===== src/rtl/maj_fold_pkg.sv =====
// Shared constants and FSM state type for the chunked majority-vote controller.
package maj_fold_pkg;

  localparam int N      = 63;
  localparam int CHUNK  = 9;
  localparam int NCHUNK = N / CHUNK;
  localparam int CW     = 6;
  localparam int THRESH = (N + 1) / 2;

  typedef enum logic [1:0] {
    S_IDLE,
    S_ACCUM,
    S_DONE
  } state_t;

endpackage


===== src/rtl/maj_fold_ctrl_if.sv =====
// Valid/ready vote-vector input and result output bundle for maj_fold_ctrl.
interface maj_fold_ctrl_if #(
  parameter int N = maj_fold_pkg::N
);

  logic                        in_valid;
  logic                        in_ready;
  logic [N-1:0]                x;
  logic                        out_valid;
  logic                        out_ready;
  logic                        y;
  logic [maj_fold_pkg::CW-1:0] count;

  modport master (
    output in_valid, x, out_ready,
    input  in_ready, out_valid, y, count
  );

  modport slave (
    input  in_valid, x, out_ready,
    output in_ready, out_valid, y, count
  );

endinterface


===== src/rtl/maj_chunk_popcnt.sv =====
// Combinational ones count of one CHUNK-bit slice of the vote vector.
module maj_chunk_popcnt #(
  parameter int CHUNK = 9
) (
  input  logic [CHUNK-1:0] i_bits,
  output logic [3:0]       o_cnt
);

  logic [3:0] w_term [CHUNK];

  for (genvar gi = 0; gi < CHUNK; gi++) begin : g_term
    assign w_term[gi] = {3'b000, i_bits[gi]};
  end

  always_comb begin
    o_cnt = '0;
    for (int i = 0; i < CHUNK; i++) begin
      o_cnt = o_cnt + w_term[i];
    end
  end

endmodule


===== src/rtl/maj_fold_ctrl.sv =====
// Majority vote over an N-bit vector, folded into N/CHUNK popcount steps
// through a single chunk counter; result handed out over valid/ready.
module maj_fold_ctrl #(
  parameter int N      = maj_fold_pkg::N,
  parameter int CHUNK  = maj_fold_pkg::CHUNK,
  parameter int THRESH = maj_fold_pkg::THRESH
) (
  input  logic           clk,
  input  logic           rst,
  maj_fold_ctrl_if.slave bus
);

  import maj_fold_pkg::*;

  localparam int NCH = N / CHUNK;
  localparam int IW  = $clog2(NCH + 1);
  localparam logic [IW-1:0] LAST_IDX = IW'(NCH);
  localparam logic [CW-1:0] THRESH_C = CW'(THRESH);

  state_t        r_state;
  logic [N-1:0]  r_shift;
  logic [CW-1:0] r_acc;
  logic [IW-1:0] r_idx;
  logic          r_out_valid;
  logic          r_y;
  logic [CW-1:0] r_count;

  logic [3:0]    w_chunk_cnt;
  logic          w_in_ready;
  logic          w_accept;

  maj_chunk_popcnt #(
    .CHUNK (CHUNK)
  ) u_chunk_popcnt (
    .i_bits (r_shift[CHUNK-1:0]),
    .o_cnt  (w_chunk_cnt)
  );

  // DONE can take a new vector only on the edge that also retires the result.
  assign w_in_ready = !rst && ((r_state == S_IDLE) ||
                               ((r_state == S_DONE) && bus.out_ready));
  assign w_accept   = bus.in_valid && w_in_ready;

  always_ff @(posedge clk or posedge rst) begin
    if (rst) begin
      r_state     <= S_IDLE;
      r_shift     <= '0;
      r_acc       <= '0;
      r_idx       <= '0;
      r_out_valid <= 1'b0;
      r_y         <= 1'b0;
      r_count     <= '0;
    end else begin
      case (r_state)
        S_IDLE: begin
          if (w_accept) begin
            r_shift <= bus.x;
            r_acc   <= '0;
            r_idx   <= '0;
            r_state <= S_ACCUM;
          end
        end

        S_ACCUM: begin
          // Index 0..NCH-1 fold one chunk each; the index==NCH cycle publishes
          // the finished accumulator so count/y come straight from a register.
          if (r_idx == LAST_IDX) begin
            r_count     <= r_acc;
            r_y         <= (r_acc >= THRESH_C);
            r_out_valid <= 1'b1;
            r_state     <= S_DONE;
          end else begin
            r_acc   <= r_acc + CW'(w_chunk_cnt);
            r_shift <= r_shift >> CHUNK;
            r_idx   <= r_idx + IW'(1);
          end
        end

        S_DONE: begin
          if (bus.out_ready) begin
            r_out_valid <= 1'b0;
            if (w_accept) begin
              r_shift <= bus.x;
              r_acc   <= '0;
              r_idx   <= '0;
              r_state <= S_ACCUM;
            end else begin
              r_state <= S_IDLE;
            end
          end
        end

        default: begin
          r_state     <= S_IDLE;
          r_out_valid <= 1'b0;
        end
      endcase
    end
  end

  assign bus.in_ready  = w_in_ready;
  assign bus.out_valid = r_out_valid;
  assign bus.y         = r_y;
  assign bus.count     = r_count;

endmodule


===== src/flat_wrapper.sv =====
// flat-port wrapper written by rule: the top's interface ports become plain ports
module maj_fold_ctrl_flat import maj_fold_pkg::*;
#(
  parameter int N      = maj_fold_pkg::N,
  parameter int CHUNK  = maj_fold_pkg::CHUNK,
  parameter int THRESH = maj_fold_pkg::THRESH
)
  (clk, rst, bus_in_valid, bus_x, bus_out_ready, bus_in_ready, bus_out_valid, bus_y, bus_count);
  maj_fold_ctrl_if #(.N(N)) bus_i ();
  input  logic clk;
  input  logic rst;
  input wire logic [$bits(bus_i.in_valid)-1:0] bus_in_valid;
  input wire logic [$bits(bus_i.x)-1:0] bus_x;
  input wire logic [$bits(bus_i.out_ready)-1:0] bus_out_ready;
  output wire logic [$bits(bus_i.in_ready)-1:0] bus_in_ready;
  output wire logic [$bits(bus_i.out_valid)-1:0] bus_out_valid;
  output wire logic [$bits(bus_i.y)-1:0] bus_y;
  output wire logic [$bits(bus_i.count)-1:0] bus_count;
  assign bus_i.in_valid = bus_in_valid;
  assign bus_i.x = bus_x;
  assign bus_i.out_ready = bus_out_ready;
  assign bus_in_ready = bus_i.in_ready;
  assign bus_out_valid = bus_i.out_valid;
  assign bus_y = bus_i.y;
  assign bus_count = bus_i.count;
  maj_fold_ctrl #(.N(N), .CHUNK(CHUNK), .THRESH(THRESH)) u_core (.clk(clk), .rst(rst), .bus(bus_i));
endmodule

===== config.mk =====
export PLATFORM = sky130hd
export DESIGN_NAME = maj_fold_ctrl_flat
export DESIGN_NICKNAME = d
export VERILOG_FILES = /design/src/rtl/maj_fold_pkg.sv /design/src/rtl/maj_fold_ctrl_if.sv /design/src/rtl/maj_chunk_popcnt.sv /design/src/rtl/maj_fold_ctrl.sv /design/src/flat_wrapper.sv
export SDC_FILE = /design/constraint.sdc
export NUM_CORES = 1
export LEC_CHECK = 0
export CORE_MARGIN = 2
export CORE_UTILIZATION = 29
export CTS_CLUSTER_SIZE = 24
export DETAILED_ROUTE_END_ITERATION = 12
export PLACE_DENSITY = 0.53
export SYNTH_ARGS = -nofsm -noshare
export SYNTH_HDL_FRONTEND = slang
export SYNTH_SLANG_ARGS = --single-unit

===== constraint.sdc =====
create_clock -name clk -period 4.3 [get_ports clk]
set_clock_uncertainty 0.2 [all_clocks]
set_input_delay 0.645 -clock clk [delete_from_list [all_inputs] [get_ports clk]]
set_output_delay 0.645 -clock clk [all_outputs]
set_load 0.01 [all_outputs]

Word level (Yosys, flattened, before mapping)
Cells that the tools add are included.
{"block": "word_totals", "reg_bits": 82, "inputBits": 67, "out_inout_bits": 9, "elab_cells": 57}
{"block": "op_classes", "n_addsub": 10, "n_lt_le_gt_ge": 1, "eq_ne": 7, "n_mux": 20, "bitwise_logic": 1, "n_reduce_logical": 11}
{"cell": "$mux W63", "count": 3}
{"cell": "$pmux W63 S3", "count": 1}
{"cell": "$add A4 B1 Y4", "count": 5}
{"cell": "$mux W6", "count": 3}
{"cell": "$pmux W6 S3", "count": 1}
{"cell": "$mux W3", "count": 3}
{"cell": "$pmux W3 S3", "count": 1}
{"cell": "$reduce_and A3 Y1", "count": 3}
{"cell": "$add A6 B4 Y6", "count": 1}
{"cell": "$ge A6 B6 Y1 const B", "count": 1}
{"cell": "$mux W2", "count": 3}
{"cell": "$pmux W2 S3", "count": 1}
{"cell": "$add A3 B1 Y4", "count": 1}
{"cell": "$ne A2 B1 Y1 const B", "count": 2}
{"cell": "$ne A2 B2 Y1 const B", "count": 2}
{"cell": "$add A2 B1 Y3", "count": 1}
{"cell": "$add A3 B1 Y3 const B", "count": 1}
{"cell": "$eq A3 B3 Y1 const B", "count": 1}
{"cell": "$logic_and A1 B1 Y1", "count": 3}
{"cell": "$mux W1", "count": 3}
{"cell": "$pmux W1 S3", "count": 1}
{"cell": "$reduce_bool A3 Y1", "count": 1}
{"cell": "$add A1 B1 Y2", "count": 1}
{"cell": "$eq A2 B1 Y1 const B", "count": 1}
{"cell": "other kinds (6)", "count": 6}

Depth between registers and ports, before layout
Gate-level depths: netlist of the first run.
{"block": "logic_depth", "depth_word": 11, "mapped_depth": 12, "ltp_nobuf": 12}

Modules after synthesis
A second synthesis of the first run with hierarchy kept.
{"block": "hier_totals", "hier_cells": 359, "area_unflattened_um2": 3905.0}
{"mod": "maj_fold_ctrl", "instances": 1, "cells_per_inst": 334, "area_per_inst_um2": 3693.5}
{"mod": "maj_chunk_popcnt", "instances": 1, "cells_per_inst": 25, "area_per_inst_um2": 211.5}

Worst setup path before layout of the first run
OpenSTA, ideal clock, no wires.
{"block": "synth_timing", "kind": "register to register", "from": "reg u_core.r_acc[0]", "to": "reg u_core.r_acc[4]", "setup_ns": 0.076, "arrival_ns": 3.160, "t_required_ns": 4.024, "slack_ns": 0.864, "stages_incl_launch_ff": 13, "synth_period_minus_slack_ns": 3.436, "cell_sequence": "dfrtp_1 > fa_1 > inv_1 > fa_1 > fa_1 > inv_1 > ha_1 > inv_1 > fa_1 > nor2b_1 > o21ai_0 > a2111o_1 > o21ai_1"}
{"block": "synth_via", "elab_chain_len": 3}
{"element": "start, declared", "line": "maj_fold_ctrl.sv:22", "source": "logic [CW-1:0] r_acc;"}
{"element": "start signal, assigned", "line": "maj_fold_ctrl.sv:73", "source": "r_acc <= r_acc + CW'(w_chunk_cnt);"}
{"element": "$add A6 B4 Y6", "line": "maj_fold_ctrl.sv:73"}
{"element": "$mux W6", "line": "maj_fold_ctrl.sv:67", "source": "if (r_idx == LAST_IDX) begin"}
{"element": "$pmux W6 S3", "line": "maj_fold_ctrl.sv:54", "source": "case (r_state)"}
Every way passes these cells. The select of a mux whose other input is x is not followed.
A chain may end at the register's enable or synchronous reset.

Worst setup path after layout of the first run
Ends and elaborated chain as after synthesis.

==> impl_results.md, run 1 <==
- Post-cts resize count: 0
- Fin Hold WS: 0.2752 ns
- Pre-antenna DRT Iters: 4
- CP delay by family, top: adder cells
- Initial core utilization: 29.59%
- Starting DRT DRC Count: 103
- Worst-path clk slew: 0.06 ns
- Global route overflow: 0
- Min cycle time layout: 3.638 ns
- Post-synthesis sequential area ratio: a little over half
- Power Dens Cells: 839.6 nW/um2
- DRC: 0
- Top Metal Used: met4
- CP most frequent cell: fa_1
- Clock Tree Buf Depth: 2
- Most common cell after layout, fill and taps aside: dfrtp_1
- Hold buffers post-CTS: 0
- CTS Sinks: 82
- Area delta synth->final: 32.73%
- RSZ-0062 raised after global routing: false
- Final TNS setup: 0 ns
- Wire per inst: 13.76 um
- Static Leak: about 2.4 nW
- Worst VDD drop: 0.4048 mV
- Final setup vio count: 0
- Top Ports: 76
- Relative slew slack: 54.62%
- Worst-margin pin slew: ~0.68 ns
- HP Start: u_core.r_shift[29]$_DFFE_PP0P_
- Cell Chain, Critical Path: fa_1, inv_1, fa_1, fa_1, inv_1, ha_1, inv_1, fa_1, nor2b_1, o21ai_0, a2111o_1, o21ai_1
- Post-route cell area: ~5200 um2
- Final Slew Violations: 0
- CTS Buf Count: 9
- Worst R2R Start: u_core.r_acc[0]$_DFFE_PP0P_
- Met2 WL: 3760 um
- Critical path type: flop to flop
- Max Clk Rate: 274.9 MHz
- Die area: 14400 um2
- Gr usage total: about an eighth
- Post-Synthesis Cells: 354
- Syn Nets: 435
- Tcrit/Tclk final: 84.61%
- Final Worst Setup Slack: 0.6617 ns
- CTS Root Buffer Type: clkbuf_16
- Number of global-route vias before repair: 2786
- Num rows: 42
- Worst hold path class: flop to flop
- Yosys cell types: 31
- Placed Area: between 4000 and 5000 um2
- Worst-Skew Late Latency: 0.33 ns
- Yosys reg bits: 82
- CP arrival: 3.70 ns
- DRT met1 WL: 3859 um
- Post-DP HPWL: 5902 um
- Warning count from the yosys run: 0
- Most frequent cells in the layout: 82 x dfrtp_1, 75 x clkdlybuf4s50_1, 64 x nand2_1
- Largest net degree at the start of global routing: 111
- Critical Path Start: u_core.r_acc[0]$_DFFE_PP0P_
- Post-synthesis average cell area: 11.02 um2
- H-tree depth: 3
- Synthesized area: 3902 um2
- Final hold vios: 0
- Startpoint Class: flop
- Ant diodes: 0
- Initial antenna violation count: 0
- CP max stage cell: fa_1
- Status: finished, final reports clean
- First-pass GRT wire length: ~14000 um
- Layout cell share with drive strength beyond 1: 8.159%
- Core area: 13190 um2
- Count of input and output buffers: 75
- Max-capacitance violation count: 0
- Postcts setup bufs: 0
- Number of nets with antenna violations after routing: 0
- Worst path bufs/invs: 3
- Via count: ~2700
- Die Height: 120.0 um
- WP data required: 4.36 ns
- Crit end category: flop
- Slowest cell delay on critical path: 0.56 ns
- RD Place Congestion: 0.7401
- Chip width: 120.0 um
- DP Worst Slack: 0.6877 ns
- Vias per inst: 4.461
- Metal3 WL: 563 um
- CTS tree: yes
- Total wire length: 8323 um
- Nets: 505
- Crit-path max FO: 3
-- where the power goes --
part / internal, mW / switching [mW] / total [mW]
Clock: 0.597 / 0.302 / 0.899
Sequential: 1.13 / 0.201 / 1.33
Combinational: 1.01 / 1.11 / 2.12
-- cells by family after synthesis --
| group | synth area share [%] |
|---|---|
| compound gates | 12.09 |
| flops | 52.58 |
| buf+inv | 4.585 |
| mux | 15.58 |
| simple gates | 9.074 |
| fa+ha+maj | 5.643 |
| xor+xnor | 0.4489 |
-- flip-flops by register name, summed over array words and instances, names as in the netlist --
register,count
u_core.bus.y,1
u_core.r_state,2
u_core.r_idx,3
u_core.bus.out_valid,1
u_core.r_shift,63
u_core.r_acc,6
u_core.bus.count,6
-- final cells by class --
class,instances,area [um2]
Fill cell,1302,8010
Multi-Input combinational cell,234,1685
Clock buffer,11,252.7
Sequential cell,82,2052
Inverter,16,61.31
Clock inverter,5,100.1
Timing Repair Buffer,81,808.3
Tap cell,176,220.2
-- synthesized netlist by cell type (all sizes together) --
| library cell | number | area, um2 |
|---|---|---|
| dfrtp | 82 | 2052 |
| nand2 | 64 | 240.2 |
| o21ai | 60 | 300.3 |
| mux2i | 54 | 540.5 |
| inv | 16 | 60.06 |
| a22o | 14 | 122.6 |
| buf | 11 | 77.57 |
| clkbuf | 11 | 41.29 |
| ha | 8 | 100.1 |
| fa | 6 | 120.1 |
| mux2 | 6 | 67.56 |
| a21oi | 3 | 15.01 |
| a21o | 2 | 15.01 |
| nor2b | 2 | 12.51 |
| nor3b | 2 | 26.28 |
| xnor2 | 2 | 17.52 |
| a2111o | 1 | 11.26 |
| a22oi | 1 | 7.510 |
| and3 | 1 | 6.260 |
| nand2b | 1 | 6.260 |
| nand3 | 1 | 5.000 |
| nor2 | 1 | 3.750 |
| nor3 | 1 | 10.01 |
| nor4b | 1 | 15.01 |
| nor4bb | 1 | 16.27 |
| or2 | 1 | 6.260 |
| or3 | 1 | 6.260 |
-- worst register-to-register path, cell delays in order, from the launching register on --
cell and delay (ns):
dfrtp_1 0.42, fa_1 0.56, inv_1 0.06, fa_1 0.51
fa_1 0.41, inv_1 0.07, ha_1 0.16, inv_1 0.06
fa_1 0.39, nor2b_1 0.12, o21ai_0 0.11, a2111o_1 0.41
o21ai_1 0.08
-- layer usage --
| metal | global-route usage (%) | vias up |
|---|---|---|
| met2 | 18.82 | 60 |
| met1 | 15.81 | 1267 |
| li1 | - | 1361 |
| met4 | 5.074 | 0 |
| met5 | 0 | - |
| met3 | 4.325 | 11 |
-- final timing paths --
path | to | slack, ns | cells past startpoint
min reg2reg | u_core.r_shift[29]$_DFFE_PP0P_ | 0.28 | 2
max reg2reg | u_core.r_acc[4]$_DFFE_PP0P_ | 0.66 | 12
max in group asynchronous | u_core.bus.count[2]$_DFFE_PP0P_ | 2.51 | 3
min | u_core.r_shift[29]$_DFFE_PP0P_ | 0.28 | 2
max | u_core.r_acc[4]$_DFFE_PP0P_ | 0.66 | 12
min in group asynchronous | u_core.bus.count[5]$_DFFE_PP0P_ | 0.64 | 2
-- per-stage QoR --
step,std cells,util (%),power [mW]
floorplan,354,-,3.002
global placement,589,36.60,3.456
detailed placement,589,36.60,3.501
CTS,605,39.27,4.427
global route,605,39.27,4.778
finish,605,39.27,4.349
No activity file was read; power rests on OpenSTA's default activity.
==> inputs of run 2 (changes only) <==
--- a/config.mk
+++ b/config.mk
@@ -9,7 +9,7 @@
 export CORE_UTILIZATION = 29
 export CTS_CLUSTER_SIZE = 24
 export DETAILED_ROUTE_END_ITERATION = 12
-export PLACE_DENSITY = 0.53
+export PLACE_DENSITY = 0.55
 export SYNTH_ARGS = -nofsm -noshare
 export SYNTH_HDL_FRONTEND = slang
 export SYNTH_SLANG_ARGS = --single-unit
==> constraint.sdc (replaced) <==
create_clock -name clk -period 3 [get_ports clk]
set_clock_uncertainty 0.2 [all_clocks]
set_input_delay 0.45 -clock clk [delete_from_list [all_inputs] [get_ports clk]]
set_output_delay 0.45 -clock clk [all_outputs]
set_load 0.01 [all_outputs]
==> run 2 against run 1 <==
Against the previous run: the flow now finishes with violations (negative setup slack); power grew 52%; largest power group unchanged; critical path depth is the same; critical endpoint unchanged; worst hold slack gained 0.0034 ns; setup slack lost 1.1 ns; combinational power grew 69%; cell count grew 1.5%; flip-flop and latch count is the same.
==> impl_results.md, run 2 (synthesized netlist as in run 1, its figures left out) <==
- First-pass GRT wire length: 14300 um
- Capturing point of the worst reg2reg path: u_core.r_acc[4]$_DFFE_PP0P_
- Total chip power: 6.602 mW
- Gr usage total: 12.95%
- Nets: 514
- CTS tree: yes
- RD Place Congestion: 0.7939
- Max Clk Rate: 290.7 MHz
- GRT met1 Usage: 17.01%
- Number of nets with antenna violations after routing: 0
- Worst R2R Start: u_core.r_acc[0]$_DFFE_PP0P_
- Top Ports: 76
- Worst VDD drop: 0.5467 mV
- Starting DRT DRC Count: 102
- CTS Buf Count: 9
- Hold Path Cell Cnt: 2
- HP Start: u_core.r_shift[51]$_DFFE_PP0P_
- WP data required: roughly 3.1 ns
- Critical path type: flop to flop
- Via count: about 2700
- Max-capacitance violation count: 0
- RSZ-0062 raised after global routing: true
- Tcrit/Tclk final: 114.6%
- Placed Cells: 598
- Crit-path max FO: 2
- Ant diodes: 0
- Largest net degree at the start of global routing: 36
- Core area: 13190 um2
- Die area: 14400 um2
- Min cycle time layout: approximately 3.4 ns
- Worst hold endpoint: u_core.r_shift[51]$_DFFE_PP0P_
- Grt met2 use: 19.18%
- Final hold vios: 0
- Worst-path clk slew: 0.06 ns
- Total wire length: 8618 um
- Static Leak: around 2.5 nW
- Global-route track usage on met3: ~4.8%
- Gr busiest metal: met2
- R2R depth: 12
- Worst-Skew Late Latency: 0.33 ns
- Startpoint Class: flop
- Die Height: 120.0 um
- Finished Layout Cells: 614
- Worst hold path class: flop to flop
- CP arrival: 3.50 ns
- Wire per inst: 14.04 um
- Flop2flop setup slack: -0.44 ns
- Area delta synth->final: 34.95%
- Final Slew Violations: 0
- Worst-margin pin slew: 1.005 ns
- Post-DP HPWL: 6322 um
- Vias per inst: 4.436
- Clock Tree Buf Depth: 2
- Status: complete, but fails checks
- Final Worst Setup Slack: -0.4395 ns
- CTS Sinks: 82
- CTS Root Buffer Type: clkbuf_16
- Layout cell share with drive strength beyond 1: 11.19%
- H-tree depth: 3
- Most frequent cells in the layout: 82 x dfrtp_1, 75 x clkdlybuf4s50_1, 64 x nand2_1
- Pre-antenna DRT Iters: 4
- Count of input and output buffers: 75
- Final setup vio count: 5
- Most common cell after layout, fill and taps aside: dfrtp_1
- Critical Path Start: u_core.r_acc[0]$_DFFE_PP0P_
- Initial antenna violation count: 0
- Fillers: between 1000 and 1500
- Initial core utilization: 29.59%
- Power Dens Cells: 1254 nW/um2
- Max FFs per register: 63
- Global route overflow: 0
- Number of global-route vias before repair: approximately 2900
- Top reg by flops: u_core.r_shift
- DRC: 0
- Crit end category: flop
- Failing checks: negative setup slack
- Chip width: 120.0 um
- Num rows: 42
- Relative slew slack: 32.77%
==> run 2: cell count changes in the layout (fill, tap and decap cells not counted), moves of 2 or more <==
cell,change
bufinv_16,-2
inv_1,-3
o21ai_0,-2
clkbuf_1,+3
o21ai_1,+2
inv_2,+3
buf_4,+5
buf_12,+3
==> run 2: area by class of cell <==
class,instances,area (um2),share of cell area (%)
clock buffers,14,264.0,5.013
clock inverters,2,35.03,0.6652
inverters,16,61.31,1.164
multi-input cells,234,1717,32.60
flip-flops and latches,82,2052,38.96
well taps,176,220.2,4.182
repair buffers,90,917.1,17.42
==> run 2: repair_timing <==
item	CTS	global route
pin swaps	4	5
hold buffers	0	0
setup buffers	1	0
resized for setup	4	5
setup endpoints to repair	5	5
==> run 2: critical path, cell delays in order (launching register included) <==
cell and delay (ns):
dfrtp_1 0.40, fa_1 0.53, inv_1 0.05, fa_1 0.51, fa_1 0.42, inv_2 0.08
ha_4 0.13, inv_2 0.04, fa_2 0.33, nor2b_1 0.12, o21ai_1 0.08, a2111o_1 0.40
o21ai_1 0.07
==> run 2: metal layers <==
| layer | share of wire (%) | routed length, um |
|---|---|---|
| met1 | 46 | 4000 |
| met2 | 44 | 3810 |
| met3 | 7.5 | 646 |
| met4 | 1.9 | 160 |
| met5 | 0 | 0 |
==> run 2: report_power, final <==
group	internal (mW)	switching, mW	total [mW]
clock network	0.690	0.418	1.11
logic	1.82	1.76	3.58
registers	1.63	0.293	1.92
total	4.13	2.47	6.60
==> run 2: per-stage QoR <==
| stage | hold slack, ns | setup WS, ns | area [um2] | setup TNS, ns | utilization, % |
|---|---|---|---|---|---|
| 6_report | 0.2785 | -0.4395 | 5266 | -1.244 | 39.93 |
| 5_1_grt | 0.3054 | -0.5692 | 5266 | -1.830 | 39.93 |
| 4_1_cts | 0.2833 | -0.4698 | 5260 | -1.519 | 39.88 |
| 3_5_place_dp | 0.2704 | -0.4591 | 4938 | -1.353 | 37.44 |
| 3_3_place_gp | 0.2628 | -0.4373 | 4938 | -1.221 | 37.44 |
| 2_1_floorplan | 0.2496 | -0.3698 | 3909 | -0.7733 | - |
==> run 2: worst max-delay path by stage <==
stage / endpoint / slack, ns / cells past startpoint
after global placement: u_core.r_acc[4]$_DFFE_PP0P_ / -0.44 / 12
after floorplan: u_core.r_acc[4]$_DFFE_PP0P_ / -0.37 / 12
after global routing: u_core.r_acc[4]$_DFFE_PP0P_ / -0.57 / 12
after CTS: u_core.r_acc[4]$_DFFE_PP0P_ / -0.47 / 12
after detailed placement: u_core.r_acc[4]$_DFFE_PP0P_ / -0.46 / 12
final: u_core.r_acc[4]$_DFFE_PP0P_ / -0.44 / 12
